File: config.mk
export PLATFORM = sky130hd
export DESIGN_NAME = varredor_mux16
export DESIGN_NICKNAME = d
export VERILOG_FILES = /design/src/rtl/varredor_mux16.sv
export SDC_FILE = /design/constraint.sdc
export NUM_CORES = 1
export LEC_CHECK = 0
export BUFFER_PORTS_ARGS = -buffer_cell sky130_fd_sc_hd__buf_2
export CAP_MARGIN = 20
export CORE_MARGIN = 2
export CORE_UTILIZATION = 53
export DETAILED_ROUTE_END_ITERATION = 10
export HOLD_SLACK_MARGIN = 0.08
export PLACE_DENSITY = 0.8
export SLEW_MARGIN = 10
export SYNTH_ARGS = -nofsm -noshare
export SYNTH_HDL_FRONTEND = slang
export SYNTH_SLANG_ARGS = --single-unit
File: constraint.sdc
create_clock -name clock -period 2.2 [get_ports clock]
set_input_delay 0.44 -clock clock [delete_from_list [all_inputs] [get_ports clock]]
set_output_delay 0.44 -clock clock [all_outputs]
set_load 0.01 [all_outputs]
File: src/rtl/varredor_mux16.sv
// varredor_mux16 -- sweeps the 4-bit select of an external 16x1 multiplexer
// over channels 0..15, waits SETTLE cycles on each channel for the mux output
// to settle, captures it and hands it to a consumer with a valido/pronto
// handshake.
//
// Parameters
//   BITS    width of each channel value (dado_mux / dado)
//   SETTLE  cycles sel is held stable before sampling, 1..15
//
// Ports
//   clock     in   rising-edge clock
//   reset     in   synchronous, active-high reset
//   iniciar   in   start request, only looked at while idle
//   dado_mux  in   multiplexer output for the current sel
//   pronto    in   consumer ready
//   sel       out  channel select driven to the multiplexer
//   canal     out  channel index of the value on dado
//   dado      out  captured channel value
//   valido    out  dado/canal valid
//   ocupado   out  high whenever the sweeper is not idle
//   fim       out  one-cycle pulse after the channel-15 handshake
//
// Build option
//   VARREDOR_CONTINUO_EN  when defined, a channel-15 handshake with iniciar=1
//                         starts the next sweep immediately instead of idling.

module varredor_mux16 #(
    parameter int BITS   = 4,
    parameter int SETTLE = 2
) (
    input  logic            clock,
    input  logic            reset,
    input  logic            iniciar,
    input  logic [BITS-1:0] dado_mux,
    input  logic            pronto,
    output logic [3:0]      sel,
    output logic [3:0]      canal,
    output logic [BITS-1:0] dado,
    output logic            valido,
    output logic            ocupado,
    output logic            fim
);

    typedef enum logic [1:0] {
        OCIOSO  = 2'd0,
        ESPERA  = 2'd1,
        ENTREGA = 2'd2
    } estado_t;

    localparam logic [3:0] LP_CNT_MAX = 4'(SETTLE - 1);

    estado_t         r_estado, w_estado_nxt;
    logic [3:0]      r_sel,    w_sel_nxt;
    logic [3:0]      r_cnt,    w_cnt_nxt;
    logic [3:0]      r_canal,  w_canal_nxt;
    logic [BITS-1:0] r_dado,   w_dado_nxt;
    logic            r_valido, w_valido_nxt;
    logic            r_fim,    w_fim_nxt;

    always_ff @(posedge clock) begin
        if (reset) begin
            r_estado <= OCIOSO;
            r_sel    <= '0;
            r_cnt    <= '0;
            r_canal  <= '0;
            r_dado   <= '0;
            r_valido <= 1'b0;
            r_fim    <= 1'b0;
        end else begin
            r_estado <= w_estado_nxt;
            r_sel    <= w_sel_nxt;
            r_cnt    <= w_cnt_nxt;
            r_canal  <= w_canal_nxt;
            r_dado   <= w_dado_nxt;
            r_valido <= w_valido_nxt;
            r_fim    <= w_fim_nxt;
        end
    end

    always_comb begin
        w_estado_nxt = r_estado;
        w_sel_nxt    = r_sel;
        w_cnt_nxt    = r_cnt;
        w_canal_nxt  = r_canal;
        w_dado_nxt   = r_dado;
        w_valido_nxt = r_valido;
        w_fim_nxt    = 1'b0;

        case (r_estado)
            OCIOSO: begin
                if (iniciar) begin
                    w_estado_nxt = ESPERA;
                    w_sel_nxt    = '0;
                    w_cnt_nxt    = '0;
                end
            end

            ESPERA: begin
                if (r_cnt == LP_CNT_MAX) begin
                    w_dado_nxt   = dado_mux;
                    w_canal_nxt  = r_sel;
                    w_valido_nxt = 1'b1;
                    w_estado_nxt = ENTREGA;
                end else begin
                    w_cnt_nxt = r_cnt + 4'd1;
                end
            end

            ENTREGA: begin
                // Only pronto seen while valido is already high completes a
                // handshake; pronto during the capture edge is ignored.
                if (r_valido && pronto) begin
                    w_valido_nxt = 1'b0;
                    w_cnt_nxt    = '0;
                    if (r_sel != 4'hF) begin
                        w_sel_nxt    = r_sel + 4'd1;
                        w_estado_nxt = ESPERA;
                    end else begin
                        w_fim_nxt = 1'b1;
                        w_sel_nxt = '0;
`ifdef VARREDOR_CONTINUO_EN
                        w_estado_nxt = iniciar ? ESPERA : OCIOSO;
`else
                        w_estado_nxt = OCIOSO;
`endif
                    end
                end
            end

            default: begin
                w_estado_nxt = OCIOSO;
            end
        endcase
    end

    assign sel     = r_sel;
    assign canal   = r_canal;
    assign dado    = r_dado;
    assign valido  = r_valido;
    assign ocupado = (r_estado != OCIOSO);
    assign fim     = r_fim;

endmodule

Word level (Yosys, flattened, before mapping) --
Index checks and enable logic that the tools add are counted.
Storage, ports and cells: output and inout port bits 15, flip-flop bits (word level) 20, input bits 8, word-level logic and storage cells 47
Operators by class: add/subtract/negate cells 2, reduce and logical (&&, ||, !) cells 12, muxes and demuxes 16, bitwise operators 2, equality and inequality tests 8
Operators by type and width (number):
- 4-bit two-way mux | 5
- 4-bit one-hot mux with 3 select lines | 1
- 3-bit AND reduction | 3
- 4-bit by 1-bit adder with 4-bit output, second input constant | 2
- 2-bit inequality test, second input constant | 4
- 4-bit one-hot mux with 2 select lines | 1
- 2-bit two-way mux | 3
- 2-bit one-hot mux with 3 select lines | 1
- 2-bit nonzero test | 3
- 4-bit by 1-bit equality test with 1-bit output, second input constant | 1
- 1-bit two-way mux | 4
- 4-bit inequality test, second input constant | 1
- 4-bit AND reduction | 1
- 3-bit nonzero test | 1
- 3-bit OR reduction | 1
- 2-bit by 1-bit equality test with 1-bit output, second input constant | 1
- 2-bit equality test, second input constant | 1
- 2-bit zero test | 1
- 1-bit inverter | 2
- 1-bit one-hot mux with 2 select lines | 1
- 2-bit AND reduction | 1
- 1-bit logical AND | 1

Longest topological paths before layout --
Gate-level depths: netlist of the first run.
word-level depth 4, gate-level depth with buffers 7, depth with buffers taken out 6

Least setup slack after synthesis of the first run --
Ideal clock, no wire load.
path kind register to register, start register r_cnt[1], end register r_cnt[3], library setup time 0.116 ns, slack 0.746 ns, required time 2.084 ns, arrival 1.339 ns, stages on the path, launching flop included 7, clock period less this slack 1.454 ns, buffers on the path 1, path through dfxtp_1 > inv_1 > ha_1 > nor3b_1 > or3_1 > buf_2 > a31o_1
Between the ends: longest elaborated chain between the ends 3, elaborated cells between the ends (all ways) 6, classes of those cells add/sub: 1; eq/ne: 2; mux: 2; reduce/logical: 1
Ends and longest elaborated chain:
- start, declared | RTL line 54 | logic [3:0] r_cnt, w_cnt_nxt;
- start signal, assigned | RTL line 72 | r_cnt <= w_cnt_nxt;
- 4-bit by 1-bit adder with 4-bit output or 4-bit by 1-bit equality test with 1-bit output (tied branches) | RTL line 105, 99
- 4-bit two-way mux or 2-bit inequality test (tied branches)
- 4-bit one-hot mux with 3 select lines or 4-bit AND reduction (tied branches)
Parallel ways exist; a longest one is shown, timed or not. The select of a mux whose other input is x is not followed. A chain may end at the register's enable or synchronous reset.

Worst setup path after layout of the first run --
start register r_cnt[0], end register r_estado[1]
Between the ends: longest elaborated chain between the ends 3
Ends and longest elaborated chain:
- 4-bit by 1-bit equality test with 1-bit output | RTL line 99 | if (r_cnt == LP_CNT_MAX) begin
- 2-bit inequality test (no source line)
- 3-bit AND reduction (no source line)
- end signal, assigned | RTL line 70 | r_estado <= w_estado_nxt;
- end, declared | RTL line 52 | estado_t r_estado, w_estado_nxt;
No other way between the ends.

==> results of run 1 <==
cell families after synthesis:
| group | count (synthesis) | synth area share [%] |
|---|---|---|
| AOI/OAI and AO/OA | 16 | 13.4 |
| xor gates and xnor gates | 1 | 1.01 |
| adders and majority gates | 3 | 4.34 |
| buffers and inverters | 7 | 3.32 |
| DFF | 20 | 46.2 |
| muxes | 8 | 9.25 |
| and+or+nand+nor | 37 | 22.4 |
stage by stage:
step,total power [mW],util (%),hold WS (ps),instances,setup slack [ps]
after global routing,0.775,67.7,380,130,131
after CTS,0.754,67.7,359,130,318
after global placement,0.456,64.2,471,126,433
after detailed placement,0.459,64.2,483,126,354
final,0.749,67.7,367,130,339
after floorplan,0.438,-,477,92,746
flip-flops by register name, indices dropped and copies added (netlist names):
signal / cells
canal: 4
dado: 4
r_cnt: 4
sel: 4
r_estado: 2
fim: 1
valido: 1
cell usage in the layout (no fill, tap or decap), types with 2 or more instances in the layout:
cell type  synthesis  final
dfxtp_1           20     20
nor3b_1            3      3
ha_1               3      3
nor2_1            10     10
nand2_1            6      6
buf_2              2     22
nand2b_1           2      2
o21ai_0            2      2
inv_1              2      2
o31ai_1            2      2
a21oi_1            5      5
mux2i_1            8      8
nand3_1            6      6
nor3_1             3      3
clkbuf_4           0      3
worst max-delay path, delay by kind of cell, from the launching register on:
| kind | cells | cell delay (ps) |
|---|---|---|
| flip-flops | 1 | 420 |
| adder cells (fa/ha/maj) | 1 | 180 |
| AO/OA/AOI/OAI | 1 | 390 |
| AND/OR/NAND/NOR | 2 | 780 |
layer usage:
layer,wire [um],global-route usage [%],vias to the layer above
li1,-,-,374
met1,772,25.3,327
met2,812,31.8,13
met3,44,2.45,2
met4,12,10.9,0
met5,0,0,-
power breakdown:
part | internal, mW | leakage, nW | total (mW) | switching [mW]
clock | 0.184 | 0.0279 | 0.299 | 0.115
combinational | 0.0285 | 0.315 | 0.0670 | 0.0385
sequential | 0.371 | 0.162 | 0.384 | 0.0123
total | 0.584 | 0.505 | 0.749 | 0.166
final cells by class:
| type | instances | area (um^2) |
|---|---|---|
| Multi-Input combinational cell | 65 | 437 |
| Tap cell | 16 | 20.0 |
| Timing Repair Buffer | 22 | 110 |
| Clock buffer | 3 | 22.5 |
| Clock inverter | 1 | 30.0 |
| Fill cell | 141 | 493 |
| Inverter | 3 | 11.3 |
| Sequential cell | 20 | 400 |
final timing paths:
kind                from           to  slack [ps]  cells past startpoint
min          dado_mux[2]      dado[2]         370                      3
max             r_cnt[0]  r_estado[1]         340                      4
max reg2reg     r_cnt[0]  r_estado[1]         340                      4
min reg2reg       valido       valido         500                      2
==> flow_summary.toml, run 1 <==
[grt]
grt_max_degree = 21
grt_pass1_vias = 677
globalRouteOverflowTotal = 0
grtUsageTotal_pct = 19.6
grt_pass1_wl_mm = 2.82
antenna_found_initial = 0

[layout]
drive_gt1_share_pct = 27.2
num-nets-final = 126
num_antenna_cells = 0
final_cell_area_um2 = 1030
syn_to_final_growth_pct = 19.1

[power]
powerDensity_nw_per_um2 = 727
peakVddDrop_uv = 693
leakagePower_nw = 0.505

[worst_setup_path]
arrival_ps = 2070
slowest_stage = "nand3_1"
critPathKind = "reg -> reg"
cp_max_fo = 10
critPathMaxStageDelay_ps = 490
cp.required_ps = 2410
cp-start-kind = "register"
end_kind = "register"
path_cells = "ha_1 > nor3b_1 > nand3_1 > a211oi_1"

[die]
rows = 14
dieArea_um2 = 1970
io-pin-count = 23
die_h_um = 44.4
coreArea_um2 = 1520
start_util_pct = 56.8
chipWidth_um = 44.4

[placed_design]
post-dp-hpwl_mm = 1.18
dpl_cell_area_um2 = 978
port_buffers = 22
gp_congestion = 0.742

[run_status]
outcome = "completed"

[clocking]
clock_latency_ps = 300
ctsHoldBuffers = 0
post_cts_buffers = 0
clock_path_buffers = 2
path_clk_slew_ps = 120
clock_sinks = 20
cts_root_buffer = "clkbuf_4"
cts_resized = 0
cts_buffers = 3
htreeDepth = 1
cts_tree = "done"

[yosys]
synth_edf_count = 0
synthTopCellsByCount = "dfxtp_1, nor2_1, mux2i_1, nand2_1, nand3_1"
syn_inst = 92
synth_seq_area_share_pct = 46.2
ys_types = 31
syn_nets = 103
avgSynthCellArea_um2 = 9.41
yosysWarnings = 0
ys_async_sr_fraction_pct = 0
synth_most_common_cell = "dfxtp_1"
ys_seq_elements = 20
yosysTopAreaCell = "dfxtp_1"
ys_top_cells_by_area = "dfxtp_1, mux2i_1, ha_1"
synth_flop_cell = "dfxtp_1"
syn-cell-area_um2 = 866
yosysTopAreaCellShare_pct = 46.2

[flow_run]
maxCapViolCount = 0

[timing]
hold_viol_final = 0
fin_crit_ps = 1860
setup_violations = 0
period_share_pct = 84.6
fin_worst_skew_ps = 4.97
timing.fmax_ghz = 0.537
finalSetupTns_ps = 0
slew_headroom_pct = 60.3
rsz0062_at_grt = "no"
final_max_slew_viol_count = 0
tightest_slew_ps = 593

[drt]
routed_via_density = 5.51
dr_total_vias = 716
wl_per_cell_um = 12.6
routed_wirelength_mm = 1.64
drtPass1Iterations = 4
antenna_left = 0
drt_iter0_drc = 9
drc = 0

[hold_path]
hold_path.class = "in -> reg"
No activity file was read; power rests on OpenSTA's default activity.
==> run 2: changes to the inputs <==
--- a/config.mk
+++ b/config.mk
@@ -8,10 +8,10 @@
 export BUFFER_PORTS_ARGS = -buffer_cell sky130_fd_sc_hd__buf_2
 export CAP_MARGIN = 20
 export CORE_MARGIN = 2
-export CORE_UTILIZATION = 53
+export CORE_UTILIZATION = 45
 export DETAILED_ROUTE_END_ITERATION = 10
 export HOLD_SLACK_MARGIN = 0.08
-export PLACE_DENSITY = 0.8
+export PLACE_DENSITY = 0.73
 export SLEW_MARGIN = 10
 export SYNTH_ARGS = -nofsm -noshare
 export SYNTH_HDL_FRONTEND = slang
==> constraint.sdc (replaced) <==
create_clock -name clock -period 1.7 [get_ports clock]
set_input_delay 0.34 -clock clock [delete_from_list [all_inputs] [get_ports clock]]
set_output_delay 0.34 -clock clock [all_outputs]
set_load 0.01 [all_outputs]
==> flow_summary.toml, run 2 (synthesized netlist as in run 1, its figures left out) <==
[run_status]
outcome = "completed"

[timing]
timing.fmax_ghz = 0.636
final_max_slew_viol_count = 0
setup_violations = 0
slew_headroom_pct = 70.4
fin_worst_skew_ps = 9.53
tightest_slew_ps = 442
fin_crit_ps = 1570
hold_viol_final = 0
worst_slack_ps = 127
finalSetupTns_ps = 0
rsz0062_at_grt = "no"
period_share_pct = 92.5

[die]
chipWidth_um = 47.9
die_h_um = 47.9
coreArea_um2 = 1760
dieArea_um2 = 2290
io-pin-count = 23
rows = 15
start_util_pct = 49.1

[layout]
final_common_cell = "buf_2"
drive_gt1_share_pct = 29.6
syn_to_final_growth_pct = 20.5
num_antenna_cells = 0
final_cell_mix = "buf_2, dfxtp_1, nor2_1"
num-nets-final = 127

[grt]
top_usage_layer = "met2"
grtUsageMet1_pct = 23.2
antenna_found_initial = 0
globalRouteOverflowTotal = 0
grt_pass1_vias = 627
grtUsageTotal_pct = 17.3
grt_max_degree = 21
grt_pass1_wl_mm = 2.70
grt_util_met3_pct = 3.40
use_met2_pct = 26.7

[power]
powerDensity_nw_per_um2 = 826
peakVddDrop_uv = 492
leakagePower_nw = 0.509

[hold_path]
hold_path.class = "in -> reg"
whs_path_depth = 3

[flow_run]
maxCapViolCount = 0

[clocking]
ctsHoldBuffers = 0
cts_resized = 0
path_clk_slew_ps = 110
clock_sinks = 20
clock_path_buffers = 2
cts_tree = "done"
cts_root_buffer = "clkbuf_4"
htreeDepth = 1
cts_buffers = 3
post_cts_buffers = 0
clock_latency_ps = 300

[worst_setup_path]
critPathBufInv = 1
end_kind = "register"
crit_cells = 6
crit_family = "simple AND/OR/NAND/NOR gates"
slowest_stage = "or3_1"
arrival_ps = 1750
r2r_slack_ps = 130
cp-start-kind = "register"
cp_max_fo = 6
r2r_cells = 6
cp.required_ps = 1880
path_cells = "inv_1 > ha_1 > nor3b_2 > or3_1 > nand3_1 > o31ai_2"
critPathMaxStageDelay_ps = 430
critPathKind = "reg -> reg"

[drt]
dr_total_vias = 722
wl_per_cell_um = 12.4
drtPass1Iterations = 4
antenna_left = 0
drt_iter0_drc = 11
drc = 0
routed_via_density = 5.16
routed_wirelength_mm = 1.73

[placed_design]
port_buffers = 22
gp_congestion = 0.777
post-dp-hpwl_mm = 1.20
dp_worst_setup_slack_ps = 146
## run 2: cell types whose count changed in the layout (fill, tap and decap cells not counted)
cell	change
buf_4	+1
nor3b_1	-1
clkbuf_8	+1
bufinv_16	-1
o31ai_2	+1
o31ai_1	-1
nor3b_2	+1
## run 2: power breakdown
group	total (mW)	switching, mW	internal [mW]	leakage (nW)
Sequential	0.495	0.0145	0.480	0.162
Clock	0.274	0.143	0.131	0.0210
Combinational	0.0931	0.0536	0.0395	0.326
Total	0.862	0.211	0.651	0.509
## run 2: worst min-delay path, delay by kind of cell
kind / cells / cell delay, ps
simple gates: 1 / 70
buf+inv: 1 / 70
mux: 1 / 50
## run 2: layer usage
layer	share of wire, %	vias up	wire, um
met5	0	-	0
met3	4.7	2	81
li1	-	378	-
met2	45	21	781
met4	1.0	0	18
met1	49	321	849
## run 2: path summary, 6_finish.rpt
| path | from | to |
|---|---|---|
| worst max-delay path | r_cnt[1] | r_cnt[1] |
| worst min-delay path | dado_mux[2] | dado[2] |
| worst max register to register | r_cnt[1] | r_cnt[1] |
| worst min register to register | canal[2] | canal[2] |
## run 2: layout make-up
type	count	area (um^2)
fill	175	721
multi-input combinational	65	447
timing repair buffer	23	118
tap	25	31.3
clock buffer	4	36.3
inverter	3	11.3
sequential	20	400
## run 2: through the flow
step           instance area [um^2]  instances  hold slack [ps]  power [mW]  util, %
6_report                       1040        140              258       0.862     59.1
2_1_floorplan                   866         92              477       0.567        -
4_1_cts                        1030        140              259       0.866     58.6
3_5_place_dp                    997        136              479       0.593     56.5
3_3_place_gp                    997        136              471       0.591     56.5
5_1_grt                        1040        140              273       0.896     59.1
